## config.mk

```make
export PLATFORM = sky130hd
export DESIGN_NAME = datain_buf
export DESIGN_NICKNAME = d
export VERILOG_FILES = /design/src/rtl/noc_flit_pkg.sv /design/src/rtl/datain_ram.sv /design/src/rtl/datain_buf.sv
export SDC_FILE = /design/constraint.sdc
export NUM_CORES = 1
export LEC_CHECK = 0
export ABC_AREA = 1
export CAP_MARGIN = 0
export CORE_MARGIN = 4
export CORE_UTILIZATION = 28
export DETAILED_ROUTE_END_ITERATION = 12
export PLACE_DENSITY = 0.41
export SLEW_MARGIN = 20
export SYNTH_ARGS = -nofsm -noshare
export SYNTH_HDL_FRONTEND = slang
export SYNTH_SLANG_ARGS = --single-unit
```

## constraint.sdc

```tcl
create_clock -name clk -period 2.9 [get_ports clk]
set_clock_uncertainty 0.15 [all_clocks]
set_input_delay 0.435 -clock clk [delete_from_list [all_inputs] [get_ports clk]]
set_output_delay 0.435 -clock clk [all_outputs]
set_load 0.005 [all_outputs]
```

## src/rtl/noc_flit_pkg.sv

```systemverilog
// noc_flit_pkg: flit format, packet geometry, error codes and receive FSM
// states shared by the NoC injector and ejection sides.
package noc_flit_pkg;

  localparam int FLIT_W    = 20;
  localparam int PAYLOAD_W = FLIT_W - 2;
  localparam int PKT_LEN   = 30;
  localparam int ADDR_W    = 5;

  // Flit type field, top two bits of every flit
  localparam logic [1:0] FLIT_BODY = 2'b00;
  localparam logic [1:0] FLIT_TAIL = 2'b01;
  localparam logic [1:0] FLIT_HEAD = 2'b10;
  localparam logic [1:0] FLIT_RSVD = 2'b11;

  // Receive error codes
  localparam logic [1:0] ERR_NONE = 2'd0;
  localparam logic [1:0] ERR_SEQ  = 2'd1;
  localparam logic [1:0] ERR_LEN  = 2'd2;
  localparam logic [1:0] ERR_CSUM = 2'd3;

  typedef enum logic [1:0] {
    ST_IDLE,
    ST_RECV,
    ST_DONE,
    ST_ERR
  } rx_state_t;

  function automatic logic [1:0] flit_type_of(input logic [FLIT_W-1:0] flit);
    return flit[FLIT_W-1 -: 2];
  endfunction

endpackage

```

## src/rtl/datain_ram.sv

```systemverilog
// datain_ram: packet buffer with synchronous write and a registered,
// read-first read port. Out-of-range read addresses return zero.
module datain_ram #(
  parameter int WIDTH = 20,
  parameter int DEPTH = 30,
  parameter int AW    = 5
) (
  input  logic             clk,
  input  logic             rst_n,
  input  logic             wr_en,
  input  logic [AW-1:0]    wr_addr,
  input  logic [WIDTH-1:0] wr_data,
  input  logic [AW-1:0]    rd_addr,
  output logic [WIDTH-1:0] rd_data
);

  logic [WIDTH-1:0] mem [DEPTH];

  // Storage write; contents are deliberately not reset so packets persist
  always_ff @(posedge clk) begin
    if (wr_en) mem[wr_addr] <= wr_data;
  end

  // Registered read sees the pre-write value on a same-address collision
  always_ff @(posedge clk or negedge rst_n) begin
    if (!rst_n)                   rd_data <= '0;
    else if (rd_addr < AW'(DEPTH)) rd_data <= mem[rd_addr];
    else                          rd_data <= '0;
  end

endmodule

```

## src/rtl/datain_buf.sv

```systemverilog
// datain_buf: ejection-side packet sink. Captures one fixed-length packet,
// checks flit sequence, length and payload XOR checksum, and exposes the
// stored flits through a registered read port.
module datain_buf
  import noc_flit_pkg::*;
(
  input  logic              clk,
  input  logic              RST,
  input  logic              enable,
  input  logic [FLIT_W-1:0] datain,
  input  logic              in_valid,
  input  logic [ADDR_W-1:0] rd_addr,
  output logic [FLIT_W-1:0] rd_data,
  output logic              rx_done,
  output logic              rx_err,
  output logic [1:0]        err_code,
  output logic [ADDR_W-1:0] flit_cnt,
  output logic              busy
);

  localparam logic [ADDR_W-1:0] LAST_IDX = ADDR_W'(PKT_LEN - 1);

  rx_state_t state, state_next;

  logic [PAYLOAD_W-1:0] acc, acc_next;
  logic [PAYLOAD_W-1:0] payload;
  logic [1:0]           ftype;
  logic [ADDR_W-1:0]    cnt_next;
  logic [1:0]           code_next;
  logic                 wr_en;
  logic [ADDR_W-1:0]    wr_addr;
  logic                 done_next, err_next, busy_next;

  assign payload = datain[PAYLOAD_W-1:0];
  assign ftype   = flit_type_of(datain);

  // State register; async reset discards any packet in flight
  always_ff @(posedge clk or negedge RST) begin
    if (!RST) state <= ST_IDLE;
    else      state <= state_next;
  end

  // Next state plus buffer write, flit count, checksum and error decisions
  always_comb begin
    state_next = state;
    cnt_next   = flit_cnt;
    acc_next   = acc;
    code_next  = err_code;
    wr_en      = 1'b0;
    wr_addr    = '0;
    case (state)
      ST_IDLE: begin
        if (enable && in_valid) begin
          if (ftype == FLIT_HEAD) begin
            wr_en      = 1'b1;
            cnt_next   = ADDR_W'(1);
            acc_next   = payload;
            state_next = ST_RECV;
          end else begin
            code_next  = ERR_SEQ;
            state_next = ST_ERR;
          end
        end
      end
      ST_RECV: begin
        wr_addr = flit_cnt;
        if (in_valid) begin
          case (ftype)
            FLIT_BODY: begin
              if (flit_cnt < LAST_IDX) begin
                wr_en    = 1'b1;
                cnt_next = flit_cnt + ADDR_W'(1);
                acc_next = acc ^ payload;
              end else begin
                code_next  = ERR_LEN;
                state_next = ST_ERR;
              end
            end
            FLIT_TAIL: begin
              if (flit_cnt != LAST_IDX) begin
                code_next  = ERR_LEN;
                state_next = ST_ERR;
              end else if (payload == acc) begin
                wr_en      = 1'b1;
                cnt_next   = flit_cnt + ADDR_W'(1);
                state_next = ST_DONE;
              end else begin
                code_next  = ERR_CSUM;
                state_next = ST_ERR;
              end
            end
            default: begin
              code_next  = ERR_SEQ;
              state_next = ST_ERR;
            end
          endcase
        end
      end
      ST_DONE, ST_ERR: begin
        if (!enable) begin
          code_next  = ERR_NONE;
          state_next = ST_IDLE;
        end
      end
      default: state_next = ST_IDLE;
    endcase
  end

  // Status outputs decoded from the upcoming state so they can be registered
  always_comb begin
    done_next = (state_next == ST_DONE);
    err_next  = (state_next == ST_ERR);
    busy_next = (state_next == ST_RECV);
  end

  // Output and datapath registers, all cleared asynchronously
  always_ff @(posedge clk or negedge RST) begin
    if (!RST) begin
      rx_done  <= 1'b0;
      rx_err   <= 1'b0;
      busy     <= 1'b0;
      err_code <= ERR_NONE;
      flit_cnt <= '0;
      acc      <= '0;
    end else begin
      rx_done  <= done_next;
      rx_err   <= err_next;
      busy     <= busy_next;
      err_code <= code_next;
      flit_cnt <= cnt_next;
      acc      <= acc_next;
    end
  end

  datain_ram #(
    .WIDTH(FLIT_W),
    .DEPTH(PKT_LEN),
    .AW   (ADDR_W)
  ) u_ram (
    .clk    (clk),
    .rst_n  (RST),
    .wr_en  (wr_en),
    .wr_addr(wr_addr),
    .wr_data(datain),
    .rd_addr(rd_addr),
    .rd_data(rd_data)
  );

endmodule

```

# Yosys cells after proc, flatten, opt, wreduce, memory -nomap -nowiden
# Memories as Yosys holds them, arrays and structs flattened.
# Index checks and enable logic that the tools add are counted.
# Widths: inputs -> output; s select.
dict set report totals {
  ff_bits 50
  ram_bits 600
  input_bits 29
  out_inout_bits 30
  elab_cells 88
  mem_count 1
}
dict set report op_classes {
  n_addsub 1
  n_lt_le_gt_ge 2
  eq_ne 23
  n_mux 44
  bitwise 1
  reduce_logical 8
}
# memory depth width read_ports rd_clocked_by_memory_dff write_ports line
set memory_table {}
lappend memory_table {u_ram.mem 30 20 1 0 1 datain_ram.sv:17} ;# logic [WIDTH-1:0] mem [DEPTH];
# operator n
set ops {}
lappend ops {{$mux 18} 5}
lappend ops {{$pmux 18 s2} 1}
lappend ops {{$mux 5} 7}
lappend ops {{$mux 2} 12}
lappend ops {{$mux 20} 1}
lappend ops {{$pmux 5 s2} 2}
lappend ops {{$eq 18x18->1} 1}
lappend ops {{$xor 18x18->18} 1}
lappend ops {{$ne 2x2->1 const B} 6}
lappend ops {{$ne 3x3->1 const B} 4}
lappend ops {{$pmux 2 s3} 2}
lappend ops {{$reduce_and 6->1} 2}
lappend ops {{$eq 2x2->1 const B} 5}
lappend ops {{$lt 5x5->1 const B} 2}
lappend ops {{$mux 1} 10}
lappend ops {{$pmux 2 s2} 2}
lappend ops {{$reduce_and 8->1} 1}
lappend ops {{$eq 2x1->1 const B} 3}
lappend ops {{$add 5x1->5 const B} 1}
lappend ops {{$ne 5x5->1 const B} 1}
lappend ops {{$logic_not 2->1} 2}
lappend ops {{$ne 4x4->1 const B} 1}
lappend ops {{$pmux 1 s2} 2}
lappend ops {{$ne 3x2->1 const B} 1}
lappend ops {{other kinds (4)} 4}

# Logic depth before layout (Yosys ltp)
dict set report logic_depth {
  word_depth 8
  depth_mapped 12
  mapped_depth_nobuf 12
}

# By module
# A second synthesis with hierarchy kept.
dict set report unflattened {
  hier_cells 2854
  area_unflattened_um2 28682.5
}
# mod instances cells_each area_each_um2 seq_area_each_um2
set by_module_without_submodules {}
lappend by_module_without_submodules {datain_ram 1 2562 26718.1 18517.8}
lappend by_module_without_submodules {datain_buf 1 292 1964.4 750.7}

# Least setup slack after synthesis
# No wires, ideal clock.
dict set report synth_timing {
  path_type {register to register}
  startpoint {register flit_cnt[1]}
  endpoint {memory u_ram.mem[0][0] (enable)}
  setup_time_ns 0.381
  t_arrival_ns 2.088
  required_ns 2.369
  setup_slack_ns 0.281
  path_stages_with_launch 12
  n_path_buf 1
  period_less_slack_ns 2.619
  cell_sequence {dfrtp_1 inv_1 ha_1 nand2_2 nor2_4 nand2_1 nor3b_2 nand2_1 nand2_4 nand2_4 buf_6 nor2_2}
}
dict set report synth_via {
  elab_chain_len 7
  elab_cells_between_ends 10
  cone_classes {1 x order compare; 1 x eq/ne; 8 x mux}
}
# item line
set synth_rtl {}
lappend synth_rtl {{from (decl)} datain_buf.sv:17} ;# output logic [ADDR_W-1:0] flit_cnt,
lappend synth_rtl {{from (signal assigned)} datain_buf.sv:130} ;# flit_cnt <= cnt_next;
lappend synth_rtl {{$lt 5x5->1 / $ne 5x5->1 (equally long branches)} {datain_buf.sv:70, datain_buf.sv:80}}
lappend synth_rtl {{$mux 1, on equally long branches} {datain_buf.sv:70, datain_buf.sv:80}}
lappend synth_rtl {{$pmux 1 s2} datain_buf.sv:68} ;# case (ftype)
lappend synth_rtl {{$mux 1} datain_buf.sv:67} ;# if (in_valid) begin
lappend synth_rtl {{$pmux 1 s2} datain_buf.sv:51} ;# case (state)
lappend synth_rtl {{$mux 1} datain_ram.sv:21} ;# if (wr_en) mem[wr_addr] <= wr_data;
lappend synth_rtl {{$mux 1 (implied by the code)} datain_ram.sv:21}
lappend synth_rtl {{to (decl)} datain_ram.sv:17}
# Several ways; a longest one is shown, not always the timed one.

# Final worst setup path
dict set report layout_timing {
  startpoint {register state[1]}
  endpoint {memory u_ram.mem[26][8] (enable)}
}
dict set report layout_via {
  elab_chain_len 4
  elab_cells_between_ends 6
  cone_classes {1 x eq/ne; 4 x mux; 1 x reduce/logical}
}
# item line
set layout_rtl {}
lappend layout_rtl {{from (decl)} datain_buf.sv:23} ;# rx_state_t state, state_next;
lappend layout_rtl {{from (signal assigned)} datain_buf.sv:40} ;# else state <= state_next;
lappend layout_rtl {{$eq 2x1->1 / $logic_not 2->1 (equally long branches)} datain_buf.sv:51}
lappend layout_rtl {{$pmux 1 s2} datain_buf.sv:51}
lappend layout_rtl {{$mux 1} datain_ram.sv:21}
lappend layout_rtl {{$mux 1 (implied by the code)} datain_ram.sv:21}
# Several ways; a longest one is shown, not always the timed one.

==> impl_metrics.toml <==
[run_status]
status = "finished clean"

[routing]
wire_per_inst_um = 24.46
firstDrtPassIters = 5
drt_drc_violations_left = 0
initialDrtViolationCount = 1890
ant_nets = 0
post_drt_via_cell_ratio = 4.887
vias = 17910
totalWireLength_um = 89660

[pwr]
p_total_mw = 22.86
p_per_area_nw_per_um2 = 709.0
p_seq_frac = 0.471
p_sw_mw = 6.088
p_sw_frac = 0.2664
pwr-share-clk = 0.385
p_comb_frac = 0.144
irDropWorstVdd_mv = 0.4039
p_int_mw = 16.77
p_leak_nw = 10.83

[synthesis]
yosysTopAreaCell = "edfxtp_1"
synth_edf_count = 600
syn_area_per_cell_um2 = 12.08
syn_inst = 2201
syn-num-nets = 2232
syn-cell-area_um2 = 26590
ys_types = 34
synth-warning-count = 0
synthFlopType = "edfxtp_1"
synthArstFlopShare = 0.07692
yosysTopAreaCellShare = 0.6777
ys_ff_latch = 650
ys_seq_area_frac = 0.7248
ys_top_cells_by_area = "edfxtp_1, nor2_1, o21ai_0, dfrtp_1, o211ai_1"

[clocking]
cts_buffers = 72
cts_setup_buffers = 0
post_cts_resized = 0
root_buffer = "clkbuf_16"
cts-htree-levels = 3
clk_latency_ps = 610
cts_tree = "built"
clock_path_buffers = 3
clock-sinks = 650
clkTransAtPathRegs_ps = 60

[timing]
rsz0062_at_grt = "false"
setup_viol = 0
fin_hold_ws_ps = 195.7
tightest_slew_ps = 868.5
drv_slew = 0
slew_headroom = 0.4157
fmax_mhz = 368.5
fin_crit_sh = 0.9357
hold_violations = 0
fin_crit_ps = 2714

[worst_setup_path]
required_ps = 3060
reg2reg_to = "u_ram.mem[26][8]$_DFFE_PP_"
r2r_setup_slack_ps = 190
crit_chain = "nor2_4 -> inv_2 -> nor4_1 -> nand3_1 -> nor2_2 -> buf_12"
endpoint_kind = "flop"
rr_startpoint = "state[1]$_DFF_PN0_"
cp.arrival_ps = 2870
rr_worst_depth = 6
cp_max_fo = 20
critPathMaxStageDelay_ps = 690
crit_slowest_cell = "nor4_1"
cp-start-kind = "flop"
critPathKind = "reg -> reg"
worstSetupStartpoint = "state[1]$_DFF_PN0_"

[final_layout]
finalNonFillerCells = 3665
drive_gt1_frac = 0.1312
nNetsFinal = 2387
area_growth_pct = 21.25
nFillCells = 9236

[grt]
track_usage = 0.1784
grt_pass1_wl_um = 128100
grt_pass1_vias = 17670
globalRouteOverflowTotal = 0
grt_max_degree = 84
antenna_found_initial = 5

[floorplan]
dieHeight_um = 316.1
io_pins = 59
dieWidth_um = 316.1
core_area_um2 = 93750
num_rows = 112
dieArea_um2 = 99940
initial_core_util = 0.2836

[hold_path]
hold_path_class = "in -> async"

[placed_design]
port_buffers = 58
placedCellCount = 3535
gp_congestion = 0.8515
dp_hpwl_um = 57980

[run]
drv_cap = 0
==> per-stage QoR <==
step / cell area [um2] / worst slack [ps] / util / setup TNS, ps
after global routing: 32230 / 107.7 / 0.3438 / 0
after detailed placement: 29970 / -253.3 / 0.3197 / -118320
after floorplan: 26590 / 281.3 / - / 0
final: 32230 / 186.4 / 0.3438 / 0
after CTS: 32230 / 203.1 / 0.3438 / 0
after global placement: 29970 / -297.1 / 0.3197 / -147720
==> critical path: cells and delay by family (launching register included) <==
family / cells / cell delay (ps)
simple gates: 4 / 1460
flops: 1 / 420
buf+inv: 2 / 370
==> layout by cell type (no fill, tap or decap), types with 5 or more instances in the layout <==
| master | instances |
|---|---|
| clkbuf_1 | 13 |
| clkinv_2 | 14 |
| nor2_4 | 12 |
| clkinv_1 | 9 |
| o21ai_0 | 294 |
| edfxtp_1 | 600 |
| a21oi_1 | 47 |
| nand4_1 | 5 |
| inv_1 | 48 |
| nor2_1 | 467 |
| clkdlybuf4s50_1 | 54 |
| o211ai_1 | 135 |
| clkbuf_16 | 77 |
| buf_12 | 53 |
| nand3_1 | 63 |
| o21ai_1 | 56 |
| buf_4 | 108 |
| nand2_1 | 233 |
| dfrtp_1 | 50 |
| nor2_2 | 21 |
==> synth_stat cells (2+ instances only) <==
cell type and instances:
inv_2 5, buf_1 8, edfxtp_1 600, xnor2_1 3, nor2_1 468, nand3_1 63
clkbuf_1 80, nor2_2 21, nand2_1 233, nand4_1 5, nor2_4 11, nand2_2 2
o21ai_0 294, buf_2 34, dfrtp_1 50, o211ai_1 135, a21oi_4 2, buf_6 5
o21ai_1 56, inv_1 49, ha_1 2, a21oi_1 47, nor3_1 4, buf_4 10
nand2_4 2, xor2_1 3, a31oi_1 2
==> repair_timing <==
action,CTS,global route
hold buffers,1,0
endpoints found under the hold margin,11,0
endpoints found under the setup margin,0,0
==> cells by family (layout without fill, tap and decap cells) <==
logic type,count (synthesis),in the layout,share of synthesized area
simple gates,813,813,0.1249
xor+xnor,6,6,0.001977
fa+ha+maj,2,2,0.0009411
other cells,0,3,0
buf+inv,192,399,0.03214
compound gates,538,538,0.1153
flops,650,650,0.7248
==> sequential cells by signal, summed over array words and instances (netlist names), 2 cells and up <==
| register | cells |
|---|---|
| acc | 18 |
| flit_cnt | 5 |
| err_code | 2 |
| u_ram.mem | 600 |
| u_ram.rd_data | 20 |
| state | 2 |
==> final cells by class <==
type	count	area, um2	share of cell area
Clock inverter	33	232.7	0.007220
Inverter	54	211.5	0.006560
Timing Repair Buffer	219	2454	0.07612
Sequential cell	650	19270	0.5978
Tap cell	1254	1569	0.04867
Clock buffer	93	2017	0.06257
Antenna cell	3	7.507	0.0002329
Multi-Input combinational cell	1359	6475	0.2009
==> how the worst max path moves through the flow <==
stage | end | slack [ps] | depth (start not counted)
final | u_ram.mem[26][8]$_DFFE_PP_ | 190 | 6
after global routing | u_ram.mem[26][1]$_DFFE_PP_ | 110 | 6
after CTS | u_ram.mem[26][1]$_DFFE_PP_ | 200 | 6
after detailed placement | u_ram.mem[0][19]$_DFFE_PP_ | -250 | 13
after global placement | u_ram.mem[0][19]$_DFFE_PP_ | -300 | 13
after floorplan | u_ram.mem[0][0]$_DFFE_PP_ | 280 | 11
==> routing by layer <==
layer  GRT usage  vias up  share of wire
met5           0        -              0
met3     0.02366      101          0.057
met2      0.2691      568           0.44
met4     0.05128        0          0.025
li1            -     8194              -
met1      0.2685     9049           0.48
==> power by group through the flow <==
stage	sequential, mW	combinational, mW	clock, mW
finish	10.8	3.30	8.79
global route	10.8	3.60	9.42
CTS	10.8	3.34	9.03
detailed placement	11.0	3.33	0
global placement	10.9	3.33	0
floorplan	10.9	1.64	0
No activity file was read; power rests on OpenSTA's default activity.
